==> config.mk <==
export PLATFORM = sky130hd
export DESIGN_NAME = adder_tree_accum_flat
export DESIGN_NICKNAME = d
export VERILOG_FILES = /design/src/rtl/adder_tree_accum_pkg.sv /design/src/rtl/adder_tree_accum_if.sv /design/src/rtl/adder_tree_accum_outreg.sv /design/src/rtl/adder_tree_accum.sv /design/src/flat_wrapper.sv
export SDC_FILE = /design/constraint.sdc
export NUM_CORES = 1
export LEC_CHECK = 0
export ABC_AREA = 1
export BUFFER_PORTS_ARGS = -buffer_cell sky130_fd_sc_hd__buf_2
export CAP_MARGIN = 20
export CELL_PAD_IN_SITES_DETAIL_PLACEMENT = 0
export CELL_PAD_IN_SITES_GLOBAL_PLACEMENT = 1
export CORE_ASPECT_RATIO = 0.9
export CORE_MARGIN = 3
export CORE_UTILIZATION = 38
export DETAILED_ROUTE_END_ITERATION = 10
export PLACE_DENSITY_LB_ADDON = 0.25
export SKIP_LAST_GASP = 1
export SLEW_MARGIN = 15
export SYNTH_ARGS = -nofsm -noshare
export SYNTH_HDL_FRONTEND = slang
export SYNTH_SLANG_ARGS = --single-unit
==> constraint.sdc <==
create_clock -name clk -period 2.65 [get_ports clk]
set_clock_uncertainty 0.1 [all_clocks]
set_input_delay 0.53 -clock clk [delete_from_list [all_inputs] [get_ports clk]]
set_output_delay 0.53 -clock clk [all_outputs]
set_load 0.03 [all_outputs]
==> src/rtl/adder_tree_accum_pkg.sv <==
// Shared constants, FSM state type and helpers for the adder-tree accumulator.
package adder_tree_pkg;

    localparam int ADDER_WIDTH = 13;
    localparam int SUM_WIDTH   = ADDER_WIDTH + 3;
    localparam int MAX_LOG     = 8;
    localparam int ACC_WIDTH   = SUM_WIDTH + MAX_LOG;
    localparam int CNT_WIDTH   = MAX_LOG + 1;
    localparam int LOG_WIDTH   = 4;

    typedef enum logic {
        IDLE  = 1'b0,
        ACCUM = 1'b1
    } accum_state_t;

    // Limit a requested block log2 to the largest supported value.
    function automatic logic [LOG_WIDTH-1:0] clamp_log(input logic [LOG_WIDTH-1:0] req);
        return (req > LOG_WIDTH'(MAX_LOG)) ? LOG_WIDTH'(MAX_LOG) : req;
    endfunction

endpackage

==> src/rtl/adder_tree_accum_if.sv <==
// Tree-result input stream and block-result output stream of the accumulator.
interface adder_tree_accum_if;
    import adder_tree_pkg::*;

    logic                 in_valid;
    logic [SUM_WIDTH-1:0] in_sum;
    logic                 out_valid;
    logic                 out_ready;
    logic [ACC_WIDTH-1:0] out_acc;
    logic [SUM_WIDTH-1:0] out_mean;

    modport master (
        output in_valid, in_sum, out_ready,
        input  out_valid, out_acc, out_mean
    );

    modport slave (
        input  in_valid, in_sum, out_ready,
        output out_valid, out_acc, out_mean
    );

endinterface

==> src/rtl/adder_tree_accum_outreg.sv <==
// Single-entry block-result holding register with valid/ready and sticky overrun.
module adder_tree_accum_outreg
    import adder_tree_pkg::*;
(
    input  logic                 clk,
    input  logic                 rst,
    input  logic                 cpl_i,
    input  logic [ACC_WIDTH-1:0] cpl_acc_i,
    input  logic [LOG_WIDTH-1:0] cpl_log_i,
    input  logic                 out_ready_i,
    input  logic                 clr_overrun_i,
    output logic                 out_valid_o,
    output logic [ACC_WIDTH-1:0] out_acc_o,
    output logic [SUM_WIDTH-1:0] out_mean_o,
    output logic                 overrun_o
);

    logic                 valid_q, valid_d;
    logic [ACC_WIDTH-1:0] acc_q, acc_d;
    logic [SUM_WIDTH-1:0] mean_q, mean_d;
    logic                 overrun_q, overrun_d;
    logic                 slot_free;
    logic                 drop;

    // Load on a completion when the slot is free, drop and flag otherwise.
    always_comb begin
        valid_d   = valid_q;
        acc_d     = acc_q;
        mean_d    = mean_q;
        slot_free = !valid_q || out_ready_i;
        drop      = cpl_i && !slot_free;

        if (cpl_i && slot_free) begin
            valid_d = 1'b1;
            acc_d   = cpl_acc_i;
            // sum < 2^(SUM_WIDTH+log), so the shifted value fits SUM_WIDTH
            mean_d  = SUM_WIDTH'(cpl_acc_i >> cpl_log_i);
        end else if (valid_q && out_ready_i) begin
            valid_d = 1'b0;
        end

        // A new drop takes priority over a clear in the same cycle.
        overrun_d = (overrun_q && !clr_overrun_i) || drop;
    end

    // Output register state.
    always_ff @(posedge clk) begin
        if (rst) begin
            valid_q   <= 1'b0;
            acc_q     <= '0;
            mean_q    <= '0;
            overrun_q <= 1'b0;
        end else begin
            valid_q   <= valid_d;
            acc_q     <= acc_d;
            mean_q    <= mean_d;
            overrun_q <= overrun_d;
        end
    end

    assign out_valid_o = valid_q;
    assign out_acc_o   = acc_q;
    assign out_mean_o  = mean_q;
    assign overrun_o   = overrun_q;

endmodule

==> src/rtl/adder_tree_accum.sv <==
// Accumulates 2^blk_log consecutive adder-tree results into a block total and mean.
module adder_tree_accum
    import adder_tree_pkg::*;
(
    input  logic                   clk,
    input  logic                   rst,
    adder_tree_accum_if.slave      bus,
    input  logic [LOG_WIDTH-1:0]   cfg_log,
    input  logic                   clr_overrun,
    output logic                   overrun,
    output logic                   busy
);

    accum_state_t         state_q, state_d;
    logic [ACC_WIDTH-1:0] acc_q, acc_d;
    logic [CNT_WIDTH-1:0] cnt_q, cnt_d;
    logic [LOG_WIDTH-1:0] blk_log_q, blk_log_d;

    logic                 cpl;
    logic [ACC_WIDTH-1:0] cpl_acc;
    logic [LOG_WIDTH-1:0] cpl_log;
    logic [LOG_WIDTH-1:0] start_log;
    logic [ACC_WIDTH-1:0] acc_sum;
    logic [CNT_WIDTH-1:0] cnt_inc;
    logic [CNT_WIDTH-1:0] blk_len;

    // Next-state, accumulator and counter update; completion detect.
    always_comb begin
        state_d   = state_q;
        acc_d     = acc_q;
        cnt_d     = cnt_q;
        blk_log_d = blk_log_q;
        cpl       = 1'b0;
        cpl_acc   = '0;
        cpl_log   = blk_log_q;
        start_log = clamp_log(cfg_log);
        acc_sum   = acc_q + ACC_WIDTH'(bus.in_sum);
        cnt_inc   = cnt_q + CNT_WIDTH'(1);
        blk_len   = CNT_WIDTH'(1) << blk_log_q;

        case (state_q)
            IDLE: begin
                if (bus.in_valid) begin
                    blk_log_d = start_log;
                    if (start_log == '0) begin
                        // Single-sample block: complete now, accumulator stays clear.
                        cpl     = 1'b1;
                        cpl_acc = ACC_WIDTH'(bus.in_sum);
                        cpl_log = '0;
                    end else begin
                        acc_d   = ACC_WIDTH'(bus.in_sum);
                        cnt_d   = CNT_WIDTH'(1);
                        state_d = ACCUM;
                    end
                end
            end
            ACCUM: begin
                if (bus.in_valid) begin
                    if (cnt_inc == blk_len) begin
                        cpl     = 1'b1;
                        cpl_acc = acc_sum;
                        acc_d   = '0;
                        cnt_d   = '0;
                        state_d = IDLE;
                    end else begin
                        acc_d = acc_sum;
                        cnt_d = cnt_inc;
                    end
                end
            end
            default: state_d = IDLE;
        endcase
    end

    // FSM, accumulator and counter registers.
    always_ff @(posedge clk) begin
        if (rst) begin
            state_q   <= IDLE;
            acc_q     <= '0;
            cnt_q     <= '0;
            blk_log_q <= '0;
        end else begin
            state_q   <= state_d;
            acc_q     <= acc_d;
            cnt_q     <= cnt_d;
            blk_log_q <= blk_log_d;
        end
    end

    assign busy = (state_q == ACCUM);

    adder_tree_accum_outreg u_outreg (
        .clk           (clk),
        .rst           (rst),
        .cpl_i         (cpl),
        .cpl_acc_i     (cpl_acc),
        .cpl_log_i     (cpl_log),
        .out_ready_i   (bus.out_ready),
        .clr_overrun_i (clr_overrun),
        .out_valid_o   (bus.out_valid),
        .out_acc_o     (bus.out_acc),
        .out_mean_o    (bus.out_mean),
        .overrun_o     (overrun)
    );

endmodule

==> src/flat_wrapper.sv <==
// flat-port wrapper written by rule: the top's interface ports become plain ports
module adder_tree_accum_flat import adder_tree_pkg::*;
  (clk, rst, cfg_log, clr_overrun, overrun, busy, bus_in_valid, bus_in_sum, bus_out_ready, bus_out_valid, bus_out_acc, bus_out_mean);
  adder_tree_accum_if bus_i ();
  input  logic clk;
  input  logic rst;
  input  logic [LOG_WIDTH-1:0] cfg_log;
  input  logic clr_overrun;
  output logic overrun;
  output logic busy;
  input wire logic [$bits(bus_i.in_valid)-1:0] bus_in_valid;
  input wire logic [$bits(bus_i.in_sum)-1:0] bus_in_sum;
  input wire logic [$bits(bus_i.out_ready)-1:0] bus_out_ready;
  output wire logic [$bits(bus_i.out_valid)-1:0] bus_out_valid;
  output wire logic [$bits(bus_i.out_acc)-1:0] bus_out_acc;
  output wire logic [$bits(bus_i.out_mean)-1:0] bus_out_mean;
  assign bus_i.in_valid = bus_in_valid;
  assign bus_i.in_sum = bus_in_sum;
  assign bus_i.out_ready = bus_out_ready;
  assign bus_out_valid = bus_i.out_valid;
  assign bus_out_acc = bus_i.out_acc;
  assign bus_out_mean = bus_i.out_mean;
  adder_tree_accum u_core (.clk(clk), .rst(rst), .bus(bus_i), .cfg_log(cfg_log), .clr_overrun(clr_overrun), .overrun(overrun), .busy(busy));
endmodule
==> flow_summary.json <==
{
  "grt_pass1_vias": 6849,
  "yosysMostFrequentCell": "nand2_1",
  "fin_util_pct": 55.5,
  "arrival_ns": 2.88,
  "core_mm2": 0.0157,
  "worstSetupStartpointType": "flip-flop",
  "cts_hold_buf": 0,
  "fin_setup_tns_ns": -0.0435,
  "cts-root-buf": "clkbuf_16",
  "grt_overflow": 0,
  "hp-start": "cfg_log[0]",
  "nets": 1257,
  "min_period_ns": 2.69,
  "power.internal_mw": 2.73,
  "p_total_mw": 4.17,
  "switchingPower_mw": 1.44,
  "antenna_left": 0,
  "clk_path_buf_depth": 2,
  "holdPathStages": 3,
  "path_max_fanout": 3,
  "min-delay-path-class": "in -> reg",
  "pin_count": 68,
  "fmax_mhz": 371,
  "synth_common_cells": "nand2_1 (360), nand3_1 (141), inv_1 (82)",
  "cts.clk_slew.worst_paths_ns": 0.07,
  "finalHoldViolCount": 0,
  "routed_wl_mm": 22.9,
  "row_count": 43,
  "start_util_pct": 39.4,
  "crit_path_end_kind": "flip-flop",
  "clockPowerShare_pct": 35.0,
  "yosysTopAreaCell": "dfxtp_1",
  "antenna_found_initial": 0,
  "switching_share_pct": 34.5,
  "synth.avg_cell_area_um2": 6.05,
  "p_seq_share_pct": 31.6,
  "status": "complete, but fails checks",
  "drcViolationCount": 0,
  "setup_violations": 2,
  "seq_area_mm2": 0.00161,
  "synth_edf_count": 0,
  "worst_pin_slew_ns": 0.536,
  "place.gp.congestion": 0.955,
  "cts.sinks": 80,
  "ys_ff_latch": 80,
  "netlist_area_mm2": 0.00619,
  "multi_input_area_mm2": 0.00444,
  "r2r.worst_path.cells": 16,
  "area_delta_synth_final_pct": 40.9,
  "cap_viol_max_count": 0,
  "place_hpwl_mm": 17.0,
  "vias": 7375,
  "timing.rr.start": "u_core.acc_q[0]$_SDFFE_PP0P_",
  "cts-buffers-inserted": 9,
  "dp.cells": 1397,
  "die_area_mm2": 0.0179,
  "syn_inst": 1024,
  "ys_seq_area_share_pct": 25.9,
  "yosys_warnings": 0,
  "grt_start_max_net_pins": 45,
  "async_flop_share_pct": 0,
  "clk_latency_ns": 0.35,
  "drv_slew": 0,
  "rsz0062_at_grt": "true",
  "fill_cells": 1571,
  "via_per_inst": 5.19,
  "setup_slack_ns": -0.0420,
  "numPortBuffers": 67,
  "ir_drop_v": 0.000340,
  "grt_pass1_wl_mm": 36.1,
  "synthFlopType": "dfxtp_1",
  "post-route-period-util_pct": 102,
  "p_per_area_mw_per_mm2": 478,
  "drt_iter0_markers": 695,
  "layoutNonFillerInstCount": 1421,
  "ys_types": 44,
  "combPwrFrac_pct": 33.3,
  "wl_per_cell_um": 16.1,
  "die_w_um": 141,
  "track_usage_pct": 25.1,
  "synth_fp_nets": 1067,
  "diodes": 0,
  "synth_area_leaders": "dfxtp_1 (26%), nand2_1 (22%), nand3_1 (11%), a21oi_1 (5.1%), inv_1 (5.0%)",
  "violations": "setup timing",
  "cts_tree": "built",
  "critPathLaunch": "u_core.acc_q[0]$_SDFFE_PP0P_",
  "required_ns": 2.84,
  "p_leak_nw": 4.18,
  "synth.top_cell.area_share_pct": 25.9,
  "drt_pass1_iterations": 5,
  "die_h_um": 127,
  "critical_path_class": "reg -> reg",
  "cts-htree-levels": 3,
  "relSlewSlack_pct": 64.2,
  "drive_gt1_share_pct": 30.7,
  "place_worst_setup_slack_ns": -0.468
}
[cell usage in the layout, fill, tap and decap left out, drive strengths merged, types with 4 or more instances in the layout]
cell type,instances
a21oi,66
a31oi,20
buf,223
clkbuf,14
clkinv,7
dfxtp,80
ha,17
inv,90
nand2,366
nand3,148
nand4,20
nor2,64
nor3,6
o21ai,72
xnor2,4
xor2,8
[power groups by stage]
stage / combinational (mW) / clock, mW / sequential [mW]
after floorplan: 0.672 / 0 / 1.37
after global placement: 1.25 / 0 / 1.33
after detailed placement: 1.25 / 0 / 1.33
after CTS: 1.28 / 1.49 / 1.31
after global routing: 1.52 / 1.55 / 1.33
final: 1.39 / 1.46 / 1.32
[path summary, 6_finish.rpt]
kind                                                     end  slack, ns
setup / recovery  u_core.u_outreg.out_mean_o[2]$_SDFFE_PP0P_      -0.04
setup reg to reg  u_core.u_outreg.out_mean_o[2]$_SDFFE_PP0P_      -0.04
hold / removal              u_core.blk_log_q[0]$_SDFFE_PP0P_       0.33
hold reg to reg   u_core.u_outreg.out_acc_o[16]$_SDFFE_PP0P_       0.36
[registers in the layout, indices dropped and copies added (netlist names)]
signal / cells
u_core.acc_q: 24
u_core.u_outreg.overrun_o: 1
u_core.blk_log_q: 4
u_core.cnt_q: 9
u_core.busy: 1
u_core.u_outreg.out_valid_o: 1
u_core.u_outreg.out_acc_o: 24
u_core.u_outreg.out_mean_o: 16
[what timing repair did]
item,CTS,global route
hold endpoints to repair,0,0
gates resized for setup,17,90
gates cloned,0,3
pin swaps,2,26
endpoints found under the setup margin,32,40
buffers inserted,1,4
[kinds of logic (layout without fill, tap and decap cells)]
group | Yosys count | count (layout) | share of synthesized area (%)
DFF | 80 | 80 | 25.9
adders and majority gates | 18 | 18 | 3.76
xor gates and xnor gates | 12 | 12 | 1.70
buffers and inverters | 141 | 336 | 9.68
AOI/OAI and AO/OA | 165 | 165 | 14.3
and+or+nand+nor | 608 | 608 | 44.7
[metal layers]
metal	vias up	part of all wire (%)	wire length, um	track usage [%]
met3	31	6.2	1420	4.75
met2	225	45	10200	38.8
met4	0	1.7	395	6.38
met5	-	0	0	0
met1	3379	47	10800	36.1
li1	3740	-	-	-
[critical path, cell delays in order, from the launching register on]
cell and delay (ns):
dfxtp_2 0.33, ha_4 0.16, fa_2 0.36, nand2_2 0.12
a21oi_4 0.07, nand2_1 0.10, nand2_2 0.10, xnor2_1 0.14
inv_1 0.10, nand4_1 0.25, nand3_2 0.19, nand3_1 0.11
nand2_1 0.13, nand2_1 0.08, nand3_1 0.11, nand3_2 0.08
a21oi_2 0.11
[stage by stage]
stage,hold slack (ns),cell area [um2]
finish,0.326,8720
global route,0.340,8720
CTS,0.321,8220
detailed placement,0.353,7800
global placement,0.350,7800
floorplan,0.358,6200
[layout make-up]
cell class	count	area share, %
Timing Repair Buffer	226	19.7
Multi-Input combinational cell	803	50.9
Clock inverter	5	0.990
Clock buffer	11	2.90
Tap cell	202	2.90
Inverter	94	4.13
Sequential cell	80	18.5
(Power assumes the default switching activity.)
